==> config.mk <==
export PLATFORM = sky130hd
export DESIGN_NAME = pipeline_hazard_ctrl
export DESIGN_NICKNAME = d
export VERILOG_FILES = /design/src/rtl/pipeline_hazard_ctrl.sv
export SDC_FILE = /design/constraint.sdc
export NUM_CORES = 1
export LEC_CHECK = 0
export CAP_MARGIN = 20
export CORE_MARGIN = 5
export CORE_UTILIZATION = 30
export CTS_BUF_LIST = sky130_fd_sc_hd__clkbuf_4
export CTS_CLUSTER_DIAMETER = 150
export CTS_CLUSTER_SIZE = 10
export DETAILED_ROUTE_END_ITERATION = 10
export HOLD_SLACK_MARGIN = 0.03
export PLACE_DENSITY = 0.62
export SETUP_SLACK_MARGIN = 0.2
export SYNTH_ARGS = -nofsm -noshare
export SYNTH_HDL_FRONTEND = slang
export SYNTH_SLANG_ARGS = --single-unit
==> constraint.sdc <==
create_clock -name clk -period 4.26 [get_ports clk]
set_clock_uncertainty 0.15 [all_clocks]
set_input_delay 1.065 -clock clk [delete_from_list [all_inputs] [get_ports clk]]
set_output_delay 1.065 -clock clk [all_outputs]
set_load 0.03 [all_outputs]
==> src/rtl/pipeline_hazard_ctrl.sv <==
// Pipeline hazard controller: load-use stalls, taken-branch flushes, fetch waits and HALT.
// Control outputs are combinational from state and inputs; state and counters are registered.
module pipeline_hazard_ctrl (
    input  logic        clk,
    input  logic        reset,
    input  logic [2:0]  id_rs1,
    input  logic [2:0]  id_rs2,
    input  logic        id_uses_rs2,
    input  logic        ex_mem_read,
    input  logic [2:0]  ex_rd,
    input  logic        id_branch_taken,
    input  logic        id_halt,
    input  logic        imem_ready,
    output logic        pc_ld,
    output logic        ifid_ld,
    output logic        if_flush,
    output logic        idex_bubble,
    output logic        halted,
    output logic        fetch_timeout,
    output logic [15:0] stall_cycles,
    output logic [15:0] flush_count
);

    typedef enum logic [1:0] {
        S_RUN        = 2'd0,
        S_FETCH_WAIT = 2'd1,
        S_HALTED     = 2'd2
    } state_e;

    state_e      state_q, state_d;
    logic [15:0] stall_q, stall_d;
    logic [15:0] flush_q, flush_d;
    logic [7:0]  wait_q, wait_d;
    logic        timeout_q, timeout_d;
    logic        load_use;
    logic        flush_evt;

    // Register 0 is hardwired, so a load targeting it never creates a dependency.
    assign load_use = ex_mem_read && (ex_rd != 3'd0) &&
                      ((ex_rd == id_rs1) || (id_uses_rs2 && (ex_rd == id_rs2)));

    always_comb begin
        state_d     = state_q;
        pc_ld       = 1'b0;
        ifid_ld     = 1'b0;
        if_flush    = 1'b0;
        idex_bubble = 1'b0;
        flush_evt   = 1'b0;
        if (reset) begin
            if_flush    = 1'b1;
            idex_bubble = 1'b1;
            state_d     = S_RUN;
        end else begin
            case (state_q)
                S_RUN: begin
                    if (load_use) begin
                        idex_bubble = 1'b1;
                    end else if (id_halt) begin
                        idex_bubble = 1'b1;
                        state_d     = S_HALTED;
                    end else if (id_branch_taken) begin
                        pc_ld     = 1'b1;
                        ifid_ld   = 1'b1;
                        if_flush  = 1'b1;
                        flush_evt = 1'b1;
                        state_d   = imem_ready ? S_RUN : S_FETCH_WAIT;
                    end else if (!imem_ready) begin
                        ifid_ld  = 1'b1;
                        if_flush = 1'b1;
                        state_d  = S_FETCH_WAIT;
                    end else begin
                        pc_ld   = 1'b1;
                        ifid_ld = 1'b1;
                    end
                end
                S_FETCH_WAIT: begin
                    ifid_ld = 1'b1;
                    if (imem_ready) begin
                        pc_ld   = 1'b1;
                        state_d = S_RUN;
                    end else begin
                        if_flush = 1'b1;
                    end
                end
                S_HALTED: begin
                    idex_bubble = 1'b1;
                end
                default: begin
                    idex_bubble = 1'b1;
                    state_d     = S_RUN;
                end
            endcase
        end
    end

    always_comb begin
        stall_d = stall_q;
        if (!pc_ld && (state_q != S_HALTED) && (stall_q != 16'hFFFF)) begin
            stall_d = stall_q + 16'd1;
        end
        flush_d = flush_q;
        if (flush_evt && (flush_q != 16'hFFFF)) begin
            flush_d = flush_q + 16'd1;
        end
        // The count also advances on the cycle that leaves FETCH_WAIT; it saturates so the flag stays meaningful.
        wait_d = wait_q;
        if (state_q == S_FETCH_WAIT) begin
            wait_d = (wait_q == 8'hFF) ? 8'hFF : wait_q + 8'd1;
        end else if (state_d == S_FETCH_WAIT) begin
            wait_d = 8'd0;
        end
        timeout_d = timeout_q | (wait_q == 8'hFF);
    end

    always_ff @(posedge clk) begin
        if (reset) begin
            state_q   <= S_RUN;
            stall_q   <= 16'd0;
            flush_q   <= 16'd0;
            wait_q    <= 8'd0;
            timeout_q <= 1'b0;
        end else begin
            state_q   <= state_d;
            stall_q   <= stall_d;
            flush_q   <= flush_d;
            wait_q    <= wait_d;
            timeout_q <= timeout_d;
        end
    end

    assign halted        = (state_q == S_HALTED);
    assign fetch_timeout = timeout_q | (wait_q == 8'hFF);
    assign stall_cycles  = stall_q;
    assign flush_count   = flush_q;

endmodule
==> run summary <==
largest net degree at the start of global routing -> 45
post-layout util -> 0.392
Synth Area in Adders -> 0.0163
H-tree Lvls -> 2
ys async rst share -> 0
post-synthesis sequential area ratio -> 0.374
Diodes inserted -> 0
Detail Route Antenna Nets -> 0
total gr overflow -> 0
number of global-route vias before repair -> 2114
fin nets -> 354
Die X -> 97.6 um
maxcap violations -> 0
Crit-path slowest cell -> clkdlybuf4s50_1
Tcrit/Tclk final -> 0.898
Mapped Avg Cell Area -> 8.13 um2
Post-Synthesis Net Count -> 302
multi-input logic area -> 1340 um2
Final Max Slew Viols -> 0
Worst path max stage delay -> 550 ps
prevailing post-synth register cell -> dfxtp_1
Die H -> 97.6 um
most frequent cells in the layout -> clkdlybuf4s50_1 (49), dfxtp_1 (43), nor2_1 (32)
Ports -> 54
crit path capture type -> output port
CTS Buf Count -> 5
Switch Pwr -> 0.218 mW
Initial Util -> 0.302
mux cell area share after synthesis -> 0.0326
DRC Markers -> 0
FF+latch count, synth -> 43
Final Hold Violating Endpoints -> 0
Post-Syn Area -> 2300 um2
post-synthesis simple-gate area fraction -> 0.331
Rows -> 32
FF/Latch Area -> 861 um2
critical setup path kind -> in2out
fillers -> 786
crit path launch type -> input port
worst path cell trace -> clkdlybuf4s50_1 > xnor2_1 > nand4_1 > a21oi_2 > nor2_1 > o21ai_0 > nand2b_1 > buf_4
total routed wirelength -> 5740 um
routed vias -> 2209
Synth Area in Compound Gates -> 0.122
Max Buffers Root-to-Sink -> 2
Req. time, crit path -> 3040 ps
main combinational cell family by area after synthesis -> simple AND/OR/NAND/NOR gates
# port buffers -> 53
CTS clk-pin slew, worst paths -> 130 ps
TritonRoute pass-1 iters -> 4
commonest non-fill, non-tap cell in the layout -> clkdlybuf4s50_1
drt wl/cell -> 13.1 um
RSZ-0062 raised after global routing -> no
DIE AREA -> 9520 um2
initial antenna violation count -> 0
fraction of layout cells with a size suffix above 1 -> 0.0744
routed vias/inst -> 5.04
Ys Warns -> 0
status -> completed
Mapped Cells -> 283
Final min period -> 3820 ps
worst reg2reg setup slack -> 1660 ps
Leak Pwr -> 0.974 nW
peak supply drop -> 95.9 uV
clock net sink count -> 43
clk_lat worst skew -> 360 ps
worst slew pin tran -> 896 ps
first-pass GRT wire length -> 9740 um
hold_buf cts -> 0
Critical Path AT -> 2610 ps
sw frac -> 0.292
post-synthesis xor/xnor area fraction -> 0.0800
core area -> 7610 um2
Final Wtd Congestion -> 0.749
fmax -> 261 MHz
hpwl dp -> 4140 um
sequential share of power -> 0.565
PwrDens -> 250 nW/um2
combinational power share -> 0.157
Clock power frac -> 0.278
GRT Overall Usage -> 0.121
Hold WC Path Type -> reg2reg
CTS tree -> done
Iteration-0 DRC Markers -> 93
CTS root buffer -> clkbuf_4
Int Power -> 0.528 mW
Final Setup Violations -> 0
relative max-transition margin -> 0.403
Syn-to-layout area delta -> 29.6%
synth unique cells -> 42
crit path max fanout -> 4
Post-synth EDFFs -> 0
Setup Total Neg Slack -> 0 ps
power by group through the flow:
| stage | Combinational, mW | Sequential (mW) | Clock (mW) |
|---|---|---|---|
| 6_report | 0.117 | 0.421 | 0.207 |
| 3_3_place_gp | 0.115 | 0.430 | 0 |
| 3_5_place_dp | 0.117 | 0.430 | 0 |
| 4_1_cts | 0.117 | 0.421 | 0.217 |
| 5_1_grt | 0.128 | 0.424 | 0.233 |
| 2_1_floorplan | 0.0681 | 0.434 | 0 |
per-layer routing:
| metal | vias up | track usage | part of all wire |
|---|---|---|---|
| li1 | 1123 | - | - |
| met1 | 1031 | 0.147 | 0.45 |
| met2 | 47 | 0.202 | 0.48 |
| met3 | 8 | 0.0416 | 0.057 |
| met4 | 0 | 0.0319 | 0.012 |
| met5 | - | 0 | 0 |
metrics by stage:
stage	worst slack [ps]	hold WS [ps]	cells	instance area, um2	power, mW
final	435	366	438	2980	0.746
after floorplan	420	327	283	2300	0.502
after detailed placement	361	346	430	2920	0.547
after CTS	366	366	438	2980	0.755
after global placement	401	329	430	2920	0.545
after global routing	225	405	438	2980	0.785
final timing paths:
kind,startpoint,to,cells after the start
worst max register to register,stall_cycles[0],stall_cycles[10],6
worst min register to register,stall_cycles[9],stall_cycles[9],2
worst max-delay path,ex_rd[1],if_flush,8
worst min-delay path,stall_cycles[9],stall_cycles[9],2
synth_stat cells, types with 3 or more instances:
library cell	number	area share
dfxtp_1	43	0.37
nor2_1	32	0.052
xnor2_1	19	0.072
nand3_1	18	0.039
nor3_1	17	0.037
nand2_1	15	0.024
o21ai_0	15	0.033
a21oi_1	14	0.030
nor4_1	10	0.027
inv_1	9	0.015
nor2b_1	9	0.024
clkbuf_1	8	0.013
nand2b_1	7	0.019
nand4_1	7	0.019
and3_1	5	0.014
o31ai_1	5	0.016
or3_1	5	0.014
or4_1	5	0.016
and2_1	3	0.0082
and4_1	3	0.011
ha_1	3	0.016
mux2i_1	3	0.013
timing repair:
item | 4_1_cts | 5_1_grt
gates resized for setup | 0 | 1
endpoints found under the setup margin | 0 | 2
buffers inserted | 0 | 0
area by class of cell:
cell class / count / share of cell area
multi-input combinational: 218 / 0.450
sequential: 43 / 0.289
timing repair buffer: 58 / 0.187
tap: 102 / 0.0428
clock buffer: 6 / 0.0151
inverter: 9 / 0.0113
clock inverter: 2 / 0.00420
sequential cells by signal, summed over array words and instances (netlist names):
signal,cells
flush_count,16
stall_cycles,16
wait_q,8
state_q,2
timeout_q,1
logic make-up (layout without fill, tap and decap cells):
family | after synthesis | after routing
adders and majority gates | 3 | 3
AOI/OAI and AO/OA | 45 | 45
xor gates and xnor gates | 21 | 21
buffers and inverters | 22 | 75
DFF | 43 | 43
muxes | 7 | 7
and+or+nand+nor | 142 | 142
worst max-delay path, delay by kind of cell:
kind                   cells  cell delay (ps)
buffers and inverters      2              720
AO/OA/AOI/OAI              2              380
AND/OR/NAND/NOR            3              310
XOR/XNOR                   1              140
No activity file was read; power rests on OpenSTA's default activity.
